`src/rtl/pio_mem_bram_ro_if.sv`:
```
// PIO register bus bundle for the application-written, PIO-read status memory.
interface pio_mem_bram_ro_if #(
    parameter int PIO_NBITS = 32
);
    logic [PIO_NBITS-1:0] reg_addr;
    logic [PIO_NBITS-1:0] reg_din;
    logic                 reg_rd;
    logic                 reg_wr;
    logic                 reg_ms;
    logic                 mem_ack;
    logic [PIO_NBITS-1:0] mem_rdata;
    logic                 pio_wr_ignored;
    logic                 pio_req_drop;

    modport master (
        output reg_addr, reg_din, reg_rd, reg_wr, reg_ms,
        input  mem_ack, mem_rdata, pio_wr_ignored, pio_req_drop
    );

    modport slave (
        input  reg_addr, reg_din, reg_rd, reg_wr, reg_ms,
        output mem_ack, mem_rdata, pio_wr_ignored, pio_req_drop
    );
endinterface

```
`src/rtl/pio_mem_bram_ro.sv`:
```
// Application-written, PIO-readable status memory with optional clear-on-read.
// The application write port always wins; a pending clear uses the first idle write slot.
module pio_mem_bram_ro #(
    parameter int WIDTH       = 20,
    parameter int DEPTH_NBITS = 1,
    parameter int CLR_ON_RD   = 0,
    parameter int PIO_NBITS   = 32
) (
    input  logic                   clk,
    input  logic                   rst_n,
    input  logic                   clk_div,
    pio_mem_bram_ro_if.slave       pio,
    input  logic                   app_mem_wr,
    input  logic [DEPTH_NBITS-1:0] app_mem_waddr,
    input  logic [WIDTH-1:0]       app_mem_wdata
);
    typedef enum logic [2:0] {
        S_IDLE = 3'd0,
        S_RD   = 3'd1,
        S_CAP  = 3'd2,
        S_ACKW = 3'd3,
        S_ACKH = 3'd4
    } state_t;

    state_t                 state_q, state_d;
    logic [DEPTH_NBITS-1:0] idx_q, idx_d;
    logic [DEPTH_NBITS-1:0] clr_idx_q, clr_idx_d;
    logic                   clr_pend_q, clr_pend_d;
    logic                   cancel_q, cancel_d;
    logic                   ack_q, ack_d;
    logic [PIO_NBITS-1:0]   rdata_q, rdata_d;
    logic                   wr_ign_q, wr_ign_d;
    logic                   drop_q, drop_d;

    logic [WIDTH-1:0]       mem [2**DEPTH_NBITS];
    logic [WIDTH-1:0]       ram_rdata;
    logic                   ram_we;
    logic [DEPTH_NBITS-1:0] ram_waddr;
    logic [WIDTH-1:0]       ram_wdata;

    logic req, clr_fire, app_hit_idx, app_hit_clr;
    logic unused_pio;

    assign unused_pio  = ^{pio.reg_din, pio.reg_addr};
    assign req         = pio.reg_ms & (pio.reg_rd | pio.reg_wr);
    assign clr_fire    = clr_pend_q & ~app_mem_wr;
    assign app_hit_idx = app_mem_wr && (app_mem_waddr == idx_q);
    assign app_hit_clr = app_mem_wr && (app_mem_waddr == clr_idx_q);

    assign ram_we    = app_mem_wr | clr_fire;
    assign ram_waddr = app_mem_wr ? app_mem_waddr : clr_idx_q;
    assign ram_wdata = app_mem_wr ? app_mem_wdata : '0;

    // Read address is the latched index every cycle; the value sampled during RD is used.
    always_ff @(posedge clk) begin
        if (ram_we)
            mem[ram_waddr] <= ram_wdata;
        ram_rdata <= mem[idx_q];
    end

    always_comb begin
        state_d    = state_q;
        idx_d      = idx_q;
        clr_idx_d  = clr_idx_q;
        clr_pend_d = clr_pend_q;
        cancel_d   = cancel_q;
        ack_d      = ack_q;
        rdata_d    = rdata_q;
        wr_ign_d   = 1'b0;
        drop_d     = req && (state_q != S_IDLE);

        // Either the clear lands this cycle or an app write to that entry supersedes it.
        if (clr_pend_q && (clr_fire || app_hit_clr))
            clr_pend_d = 1'b0;

        case (state_q)
            S_IDLE: begin
                if (req) begin
                    idx_d    = pio.reg_addr[2 +: DEPTH_NBITS];
                    cancel_d = 1'b0;
                    if (pio.reg_rd) begin
                        state_d = S_RD;
                    end else begin
                        state_d  = S_ACKW;
                        wr_ign_d = 1'b1;
                    end
                end
            end
            S_RD: begin
                // An older clear must land first so this read sees post-clear data.
                if (!clr_pend_q) begin
                    cancel_d = app_hit_idx;
                    state_d  = S_CAP;
                end
            end
            S_CAP: begin
                rdata_d = PIO_NBITS'(ram_rdata);
                if ((CLR_ON_RD != 0) && !cancel_q && !app_hit_idx) begin
                    clr_pend_d = 1'b1;
                    clr_idx_d  = idx_q;
                end
                state_d = S_ACKW;
            end
            S_ACKW: begin
                if (clk_div) begin
                    ack_d   = 1'b1;
                    state_d = S_ACKH;
                end
            end
            S_ACKH: begin
                if (clk_div) begin
                    ack_d   = 1'b0;
                    state_d = S_IDLE;
                end
            end
            default: state_d = S_IDLE;
        endcase
    end

    always_ff @(posedge clk or negedge rst_n) begin
        if (!rst_n) begin
            state_q    <= S_IDLE;
            idx_q      <= '0;
            clr_idx_q  <= '0;
            clr_pend_q <= 1'b0;
            cancel_q   <= 1'b0;
            ack_q      <= 1'b0;
            rdata_q    <= '0;
            wr_ign_q   <= 1'b0;
            drop_q     <= 1'b0;
        end else begin
            state_q    <= state_d;
            idx_q      <= idx_d;
            clr_idx_q  <= clr_idx_d;
            clr_pend_q <= clr_pend_d;
            cancel_q   <= cancel_d;
            ack_q      <= ack_d;
            rdata_q    <= rdata_d;
            wr_ign_q   <= wr_ign_d;
            drop_q     <= drop_d;
        end
    end

    assign pio.mem_ack        = ack_q;
    assign pio.mem_rdata      = rdata_q;
    assign pio.pio_wr_ignored = wr_ign_q;
    assign pio.pio_req_drop   = drop_q;
endmodule

```
`src/flat_wrapper.sv`:
```
// flat-port wrapper written by rule: the top's interface ports become plain ports
module pio_mem_bram_ro_flat 
#(
    parameter int WIDTH       = 20,
    parameter int DEPTH_NBITS = 1,
    parameter int CLR_ON_RD   = 0,
    parameter int PIO_NBITS   = 32
)
  (clk, rst_n, clk_div, app_mem_wr, app_mem_waddr, app_mem_wdata, pio_reg_addr, pio_reg_din, pio_reg_rd, pio_reg_wr, pio_reg_ms, pio_mem_ack, pio_mem_rdata, pio_pio_wr_ignored, pio_pio_req_drop);
  pio_mem_bram_ro_if #(.PIO_NBITS(PIO_NBITS)) pio_i ();
  input  logic clk;
  input  logic rst_n;
  input  logic clk_div;
  input  logic app_mem_wr;
  input  logic [DEPTH_NBITS-1:0] app_mem_waddr;
  input  logic [WIDTH-1:0] app_mem_wdata;
  input wire logic [$bits(pio_i.reg_addr)-1:0] pio_reg_addr;
  input wire logic [$bits(pio_i.reg_din)-1:0] pio_reg_din;
  input wire logic [$bits(pio_i.reg_rd)-1:0] pio_reg_rd;
  input wire logic [$bits(pio_i.reg_wr)-1:0] pio_reg_wr;
  input wire logic [$bits(pio_i.reg_ms)-1:0] pio_reg_ms;
  output wire logic [$bits(pio_i.mem_ack)-1:0] pio_mem_ack;
  output wire logic [$bits(pio_i.mem_rdata)-1:0] pio_mem_rdata;
  output wire logic [$bits(pio_i.pio_wr_ignored)-1:0] pio_pio_wr_ignored;
  output wire logic [$bits(pio_i.pio_req_drop)-1:0] pio_pio_req_drop;
  assign pio_i.reg_addr = pio_reg_addr;
  assign pio_i.reg_din = pio_reg_din;
  assign pio_i.reg_rd = pio_reg_rd;
  assign pio_i.reg_wr = pio_reg_wr;
  assign pio_i.reg_ms = pio_reg_ms;
  assign pio_mem_ack = pio_i.mem_ack;
  assign pio_mem_rdata = pio_i.mem_rdata;
  assign pio_pio_wr_ignored = pio_i.pio_wr_ignored;
  assign pio_pio_req_drop = pio_i.pio_req_drop;
  pio_mem_bram_ro #(.WIDTH(WIDTH), .DEPTH_NBITS(DEPTH_NBITS), .CLR_ON_RD(CLR_ON_RD), .PIO_NBITS(PIO_NBITS)) u_core (.clk(clk), .rst_n(rst_n), .clk_div(clk_div), .pio(pio_i), .app_mem_wr(app_mem_wr), .app_mem_waddr(app_mem_waddr), .app_mem_wdata(app_mem_wdata));
endmodule
```
`config.mk`:
```
export PLATFORM = sky130hd
export DESIGN_NAME = pio_mem_bram_ro_flat
export DESIGN_NICKNAME = d
export VERILOG_FILES = /design/src/rtl/pio_mem_bram_ro_if.sv /design/src/rtl/pio_mem_bram_ro.sv /design/src/flat_wrapper.sv
export SDC_FILE = /design/constraint.sdc
export NUM_CORES = 1
export LEC_CHECK = 0
export CAP_MARGIN = 20
export CORE_UTILIZATION = 47
export DETAILED_ROUTE_END_ITERATION = 10
export HOLD_SLACK_MARGIN = 0.02
export PLACE_DENSITY = 0.85
export SETUP_SLACK_MARGIN = 0.05
export SLEW_MARGIN = 10
export SYNTH_ARGS = -nofsm -noshare
export SYNTH_HDL_FRONTEND = slang
export SYNTH_SLANG_ARGS = --single-unit
```
`constraint.sdc`:
```
create_clock -name clk -period 2.5 [get_ports clk]
set_clock_uncertainty 0.1 [all_clocks]
set_input_delay 0.375 -clock clk [delete_from_list [all_inputs] [get_ports clk]]
set_output_delay 0.375 -clock clk [all_outputs]
set_load 0.01 [all_outputs]
```
==> results of run 1 <==
## registers in the layout (all words and copies together) (netlist names)
name	flops
u_core.idx_q	1
u_core.mem	40
u_core.pio.mem_ack	1
u_core.pio.mem_rdata	20
u_core.pio.pio_req_drop	1
u_core.pio.pio_wr_ignored	1
u_core.ram_rdata	20
u_core.state_q	3
## layout by cell type (no fill, tap or decap), types with 2 or more instances in the layout
cell type,count
and2_1,21
buf_4,5
clkbuf_1,2
clkbuf_16,2
clkbuf_8,9
clkdlybuf4s50_1,51
clkinv_2,3
conb_1,12
dfrtp_1,27
dfxtp_1,20
edfxtp_1,40
mux2_2,20
mux2_4,20
nor2_1,3
o21ai_0,3
## layer usage
layer,part of all wire (%),track usage [%],routed length [um],vias to the layer above
li1,-,-,-,763
met5,0,0,0,-
met1,41,15.6,1880,752
met3,4.8,4.28,219,10
met2,52,24.0,2340,56
met4,2.0,8.78,92,0
## worst max-delay path by stage
| stage | slack (ns) | cells after the start | to | from |
|---|---|---|---|---|
| finish | 0.76 | 1 | pio_mem_ack | u_core.pio.mem_ack |
| global route | 0.69 | 1 | pio_mem_rdata[0] | u_core.pio.mem_rdata[0] |
| global placement | 0.73 | 4 | u_core.idx_q | pio_reg_rd |
| CTS | 0.74 | 1 | pio_mem_rdata[1] | u_core.pio.mem_rdata[1] |
| floorplan | 0.69 | 1 | u_core.mem[0][0] | app_mem_wr |
| detailed placement | 0.70 | 4 | u_core.idx_q | pio_reg_wr |
## stage by stage
stage          area (um2)  hold WS, ns
2_1_floorplan        3290      -0.0206
5_1_grt              3970        0.320
3_5_place_dp         3770        0.348
3_3_place_gp         3770        0.343
6_report             3970        0.313
4_1_cts              3970        0.303
## logic make-up after synthesis
logic type	after synthesis	share of synthesized area, %
AO/OA/AOI/OAI	8	1.58
buffers and inverters	21	5.31
flip-flops	87	70.1
multiplexers	41	16.5
other	1	0.115
AND/OR/NAND/NOR	33	6.39
## power by group through the flow
stage | clock network [uW] | logic [uW] | registers, uW
after detailed placement | 0 | 1300 | 2130
after floorplan | 0 | 940 | 2070
final | 922 | 1280 | 2080
after global placement | 0 | 1260 | 2110
after global routing | 1020 | 1370 | 2140
after CTS | 955 | 1300 | 2100
## final cells by class
| class | instances | area [um2] |
|---|---|---|
| timing repair buffer | 56 | 548 |
| inverter | 1 | 3.75 |
| clock inverter | 3 | 15.0 |
| fill | 486 | 2530 |
| clock buffer | 13 | 181 |
| sequential | 87 | 2280 |
| multi-input combinational | 94 | 843 |
| tap | 77 | 96.3 |
==> flow_summary.yaml, run 1 <==
route:
  via_count: 1581
  drtIter0Drc: 44
  drtPass1Iterations: 9
  wl_per_cell_um: 13.7
  finalWirelength_um: 4530
  ant_nets: 0
  drc: 1
  viasPerCell: 4.78
global_routing:
  grtUsageTotal_pct: 14.2
  antenna_found_initial: 0
  grt_pass1_vias: 1608
  grt_pass1_wl_um: 7530
  grt_max_degree: 28
  grt-ovfl-total: 0
cells_and_area:
  finalNonFillerCells: 331
  syn_to_final_growth_pct: 22.0
  finalNetCount: 341
  final_util_pct: 61.0
  drive_gt1_share_pct: 24.8
  antenna_cells: 0
cts:
  worstSkewPairLatency_ns: 0.34
  postCtsSetupRepairBufs: 0
  h-tree-depth: 3
  postCtsHoldBufs: 0
  clkSinkCount: 87
  cts_resized: 0
  cts_tree: "done"
  path_clk_slew_ns: 0.08
  cts_buffer_depth: 2
  clockRootBuffer: "clkbuf_8"
  cts_buffers: 9
synthesis:
  syn-cell-area_um2: 3250
  ys_seq_area_share_pct: 70.1
  synth_edf_count: 40
  async_flop_share_pct: 31.0
  ys_seq_elements: 87
  yosys.area.top_type: "edfxtp_1"
  synth_cell_types: 29
  synth_cells: 191
  yosysWarnings: 0
  synthTopCellsByCount: "edfxtp_1, dfrtp_1, and2_1"
  synth_top_area_share_pct: 37.0
  ys.flop_type: "edfxtp_1"
  ys_top_cells_by_area: "edfxtp_1, dfrtp_1, dfxtp_1"
  syn_area_per_cell_um2: 17.0
  synth_most_common_cell: "edfxtp_1"
timing:
  setup_tns_ns: 0
  final.setup.worst_slack_ns: 0.762
  finalHoldViolCount: 0
  final.period_utilization_pct: 69.5
  max_freq_mhz: 575
  worstMarginPinSlew_ns: 0.854
  maxSlewViolCount: 0
  period_minus_slack_ns: 1.74
  relSlewSlack_pct: 43.1
  rsz0062_at_grt: "no"
  setup_viol: 0
power:
  pwr-share-clk_pct: 21.5
  power_uw: 4290
  seq_power_share_pct: 48.6
  ir_drop_mv: 0.413
  p_leak_uw: 0.00152
  powerDensity_nw_per_um2: 1080
  power_frac_comb_pct: 29.9
  p_sw_share_pct: 25.7
  switchingPower_uw: 1100
  p_int_uw: 3190
floorplan:
  io_pins: 127
  die_area_um2: 7250
  start_util_pct: 50.0
  die_x_um: 85.1
  die_y_um: 85.1
  core_area_um2: 6490
  rows: 29
worst_setup_path:
  required_ns: 2.03
  cp_max_fo: 3
  cp-end-kind: "primary output"
  crit_path_start_kind: "flip-flop"
  r2r-end: "u_core.pio.mem_rdata[12]"
  reg2reg_depth: 4
  slowest_delay_ns: 0.54
  crit_type: "flip-flop to primary output"
  cpLargestDelayFamily: "buffers and inverters"
  crit_arrival_ns: 1.26
  r2r_start: "u_core.state_q[2]"
  slowest_stage: "clkdlybuf4s50_1"
  crit_chain: "clkdlybuf4s50_1"
  r2r_slack_ns: 0.89
  path_buf_inv: 1
placed_design:
  pre_cts_ws_ns: 0.705
  post-place-cells: 315
  dp_hpwl_um: 3020
  io_buffers: 51
  place.gp.congestion: 0.686
run_status:
  outcome: "finished, violations left"
  violations: "design-rule violations"
worst_hold_path:
  hp-class: "input port to async pin"
job:
  maxCapViolations: 0
No activity file was read; power rests on OpenSTA's default activity.
==> run 2: changes to the inputs <==
--- a/config.mk
+++ b/config.mk
@@ -6,10 +6,10 @@
 export NUM_CORES = 1
 export LEC_CHECK = 0
 export CAP_MARGIN = 20
-export CORE_UTILIZATION = 47
+export CORE_UTILIZATION = 39
 export DETAILED_ROUTE_END_ITERATION = 10
 export HOLD_SLACK_MARGIN = 0.02
-export PLACE_DENSITY = 0.85
+export PLACE_DENSITY = 0.76
 export SETUP_SLACK_MARGIN = 0.05
 export SLEW_MARGIN = 10
 export SYNTH_ARGS = -nofsm -noshare
==> constraint.sdc (replaced) <==
create_clock -name clk -period 1.4 [get_ports clk]
set_clock_uncertainty 0.1 [all_clocks]
set_input_delay 0.21 -clock clk [delete_from_list [all_inputs] [get_ports clk]]
set_output_delay 0.21 -clock clk [all_outputs]
set_load 0.01 [all_outputs]
==> flow_summary.yaml, run 2 (synthesis gave the netlist of run 1 again) <==
worst_setup_path:
  required_ns: 1.52
  crit_type: "flip-flop to flip-flop"
  slowest_stage: "dfrtp_1"
  slowest_delay_ns: 0.40
  path_buf_inv: 1
  crit_arrival_ns: 1.52
  cp_max_fo: 10
  cpLargestDelayFamily: "flip-flops"
  crit_path_start_kind: "flip-flop"
  cp-end-kind: "flip-flop"
  crit_chain: "nand2b_4 > nor2_4 > buf_12 > mux2_4"
placed_design:
  post-place-cells: 346
  io_buffers: 51
  postPlaceCellArea_um2: 3930
  place.gp.congestion: 0.645
  pre_cts_ws_ns: -0.138
  dp_hpwl_um: 3330
cts:
  path_clk_slew_ns: 0.08
  h-tree-depth: 3
  cts_buffers: 9
  clkSinkCount: 87
  worstSkewPairLatency_ns: 0.34
  clockRootBuffer: "clkbuf_8"
  cts_tree: "done"
  cts_buffer_depth: 2
timing:
  hold_ws_ns: 0.129
  final.setup.worst_slack_ns: -0.00376
  setup_viol: 2
  finalHoldViolCount: 0
  final.period_utilization_pct: 100
  period_minus_slack_ns: 1.40
  rsz0062_at_grt: "yes"
  maxSlewViolCount: 0
  max_freq_mhz: 712
cells_and_area:
  final_util_pct: 54.1
  layout_commonest_cell: "edfxtp_1"
  largest_reg_flops: 40
  syn_to_final_growth_pct: 31.4
  largest-register: "u_core.mem"
  drive_gt1_share_pct: 32.7
  finalNonFillerCells: 377
  antenna_cells: 0
  finalNetCount: 362
  layout_common_cells: "edfxtp_1, clkdlybuf4s50_1, dfrtp_1, mux2_4"
  stdcell_area_um2: 4270
global_routing:
  grtUsageTotal_pct: 12.7
  grt_max_degree: 28
  grt-ovfl-total: 0
  antenna_found_initial: 0
  grt_pass1_wl_um: 7980
  grt_pass1_vias: 1697
floorplan:
  die_y_um: 93.3
  start_util_pct: 41.2
  io_pins: 127
  die_x_um: 93.3
  core_area_um2: 7890
  die_area_um2: 8700
  rows: 32
run_status:
  outcome: "finished, violations left"
  violations: "negative setup slack"
route:
  wl_per_cell_um: 13.9
  finalWirelength_um: 5250
  drtIter0Drc: 45
  drc: 0
  viasPerCell: 4.43
  ant_nets: 0
  drtPass1Iterations: 4
  via_count: 1670
power:
  powerDensity_nw_per_um2: 1970
  p_leak_uw: 0.00167
  ir_drop_mv: 0.959
job:
  maxCapViolations: 0
worst_hold_path:
  hp-class: "input port to async pin"
-- run 2: cell types whose count changed in the layout (fill, tap and decap cells not counted), sizes merged --
| cell | before | now |
|---|---|---|
| dlygate4sd2 | 0 | 7 |
| clkdlybuf4s50 | 51 | 28 |
| bufinv | 0 | 2 |
| buf | 5 | 26 |
| clkdlybuf4s15 | 0 | 16 |
| clkinv | 3 | 2 |
| clkbuf | 13 | 12 |
-- run 2: repair_timing --
action / in CTS / in global routing
setup endpoints to repair: 44 / 37
pin swaps: 1 / 0
hold buffers: 0 / 0
gates resized for setup: 28 / 14
setup buffers: 7 / 8
hold endpoints to repair: 0 / 0
-- run 2: worst paths after layout --
| path | from | endpoint | slack, ns | cells past startpoint |
|---|---|---|---|---|
| setup / recovery | u_core.state_q[2] | u_core.pio.mem_rdata[2] | -0.004 | 4 |
| hold / removal | rst_n | u_core.pio.mem_rdata[19] | 0.13 | 2 |
| setup reg to reg | u_core.state_q[2] | u_core.pio.mem_rdata[2] | -0.004 | 4 |
| hold reg to reg | u_core.ram_rdata[17] | u_core.pio.mem_rdata[17] | 0.36 | 1 |
| max in group asynchronous | rst_n | u_core.state_q[1] | 0.89 | 2 |
| min in group clk | u_core.ram_rdata[17] | u_core.pio.mem_rdata[17] | 0.36 | 1 |
-- run 2: stage by stage --
| stage | setup TNS, ns | power, uW |
|---|---|---|
| 2_1_floorplan | 0 | 5390 |
| 3_3_place_gp | -2.23 | 6330 |
| 3_5_place_dp | -3.49 | 6450 |
| 4_1_cts | -0.0149 | 8320 |
| 5_1_grt | -0.451 | 8820 |
| 6_report | -0.00560 | 8430 |
-- run 2: per-layer routing --
layer  routed length (um)  vias up  GRT usage, %
li1                     -      812             -
met1                 2280      800          14.1
met5                    0        -             0
met4                   73        0          5.38
met2                 2680       52          22.5
met3                  213        6          3.58
-- run 2: worst register-to-register path, stage by stage (launching register included) --
cell	delay, ns
dfrtp_1	0.40
nand2b_4	0.16
nor2_4	0.14
buf_12	0.18
mux2_4	0.30
-- run 2: area by class of cell --
cell class	instances	area (um2)
multi-input combinational	94	856
timing repair buffer	77	772
clock buffer	12	155
fill	666	3620
tap	102	128
sequential	87	2280
clock inverter	4	77.6
inverter	1	3.75
-- run 2: power by group --
| group | switching, uW | total (uW) | leakage, uW | internal [uW] |
|---|---|---|---|---|
| combinational | 1050 | 2910 | 0.000734 | 1860 |
| clock | 831 | 1940 | 0.000117 | 1110 |
| sequential | 291 | 3580 | 0.000821 | 3290 |
| total | 2170 | 8430 | 0.00167 | 6260 |
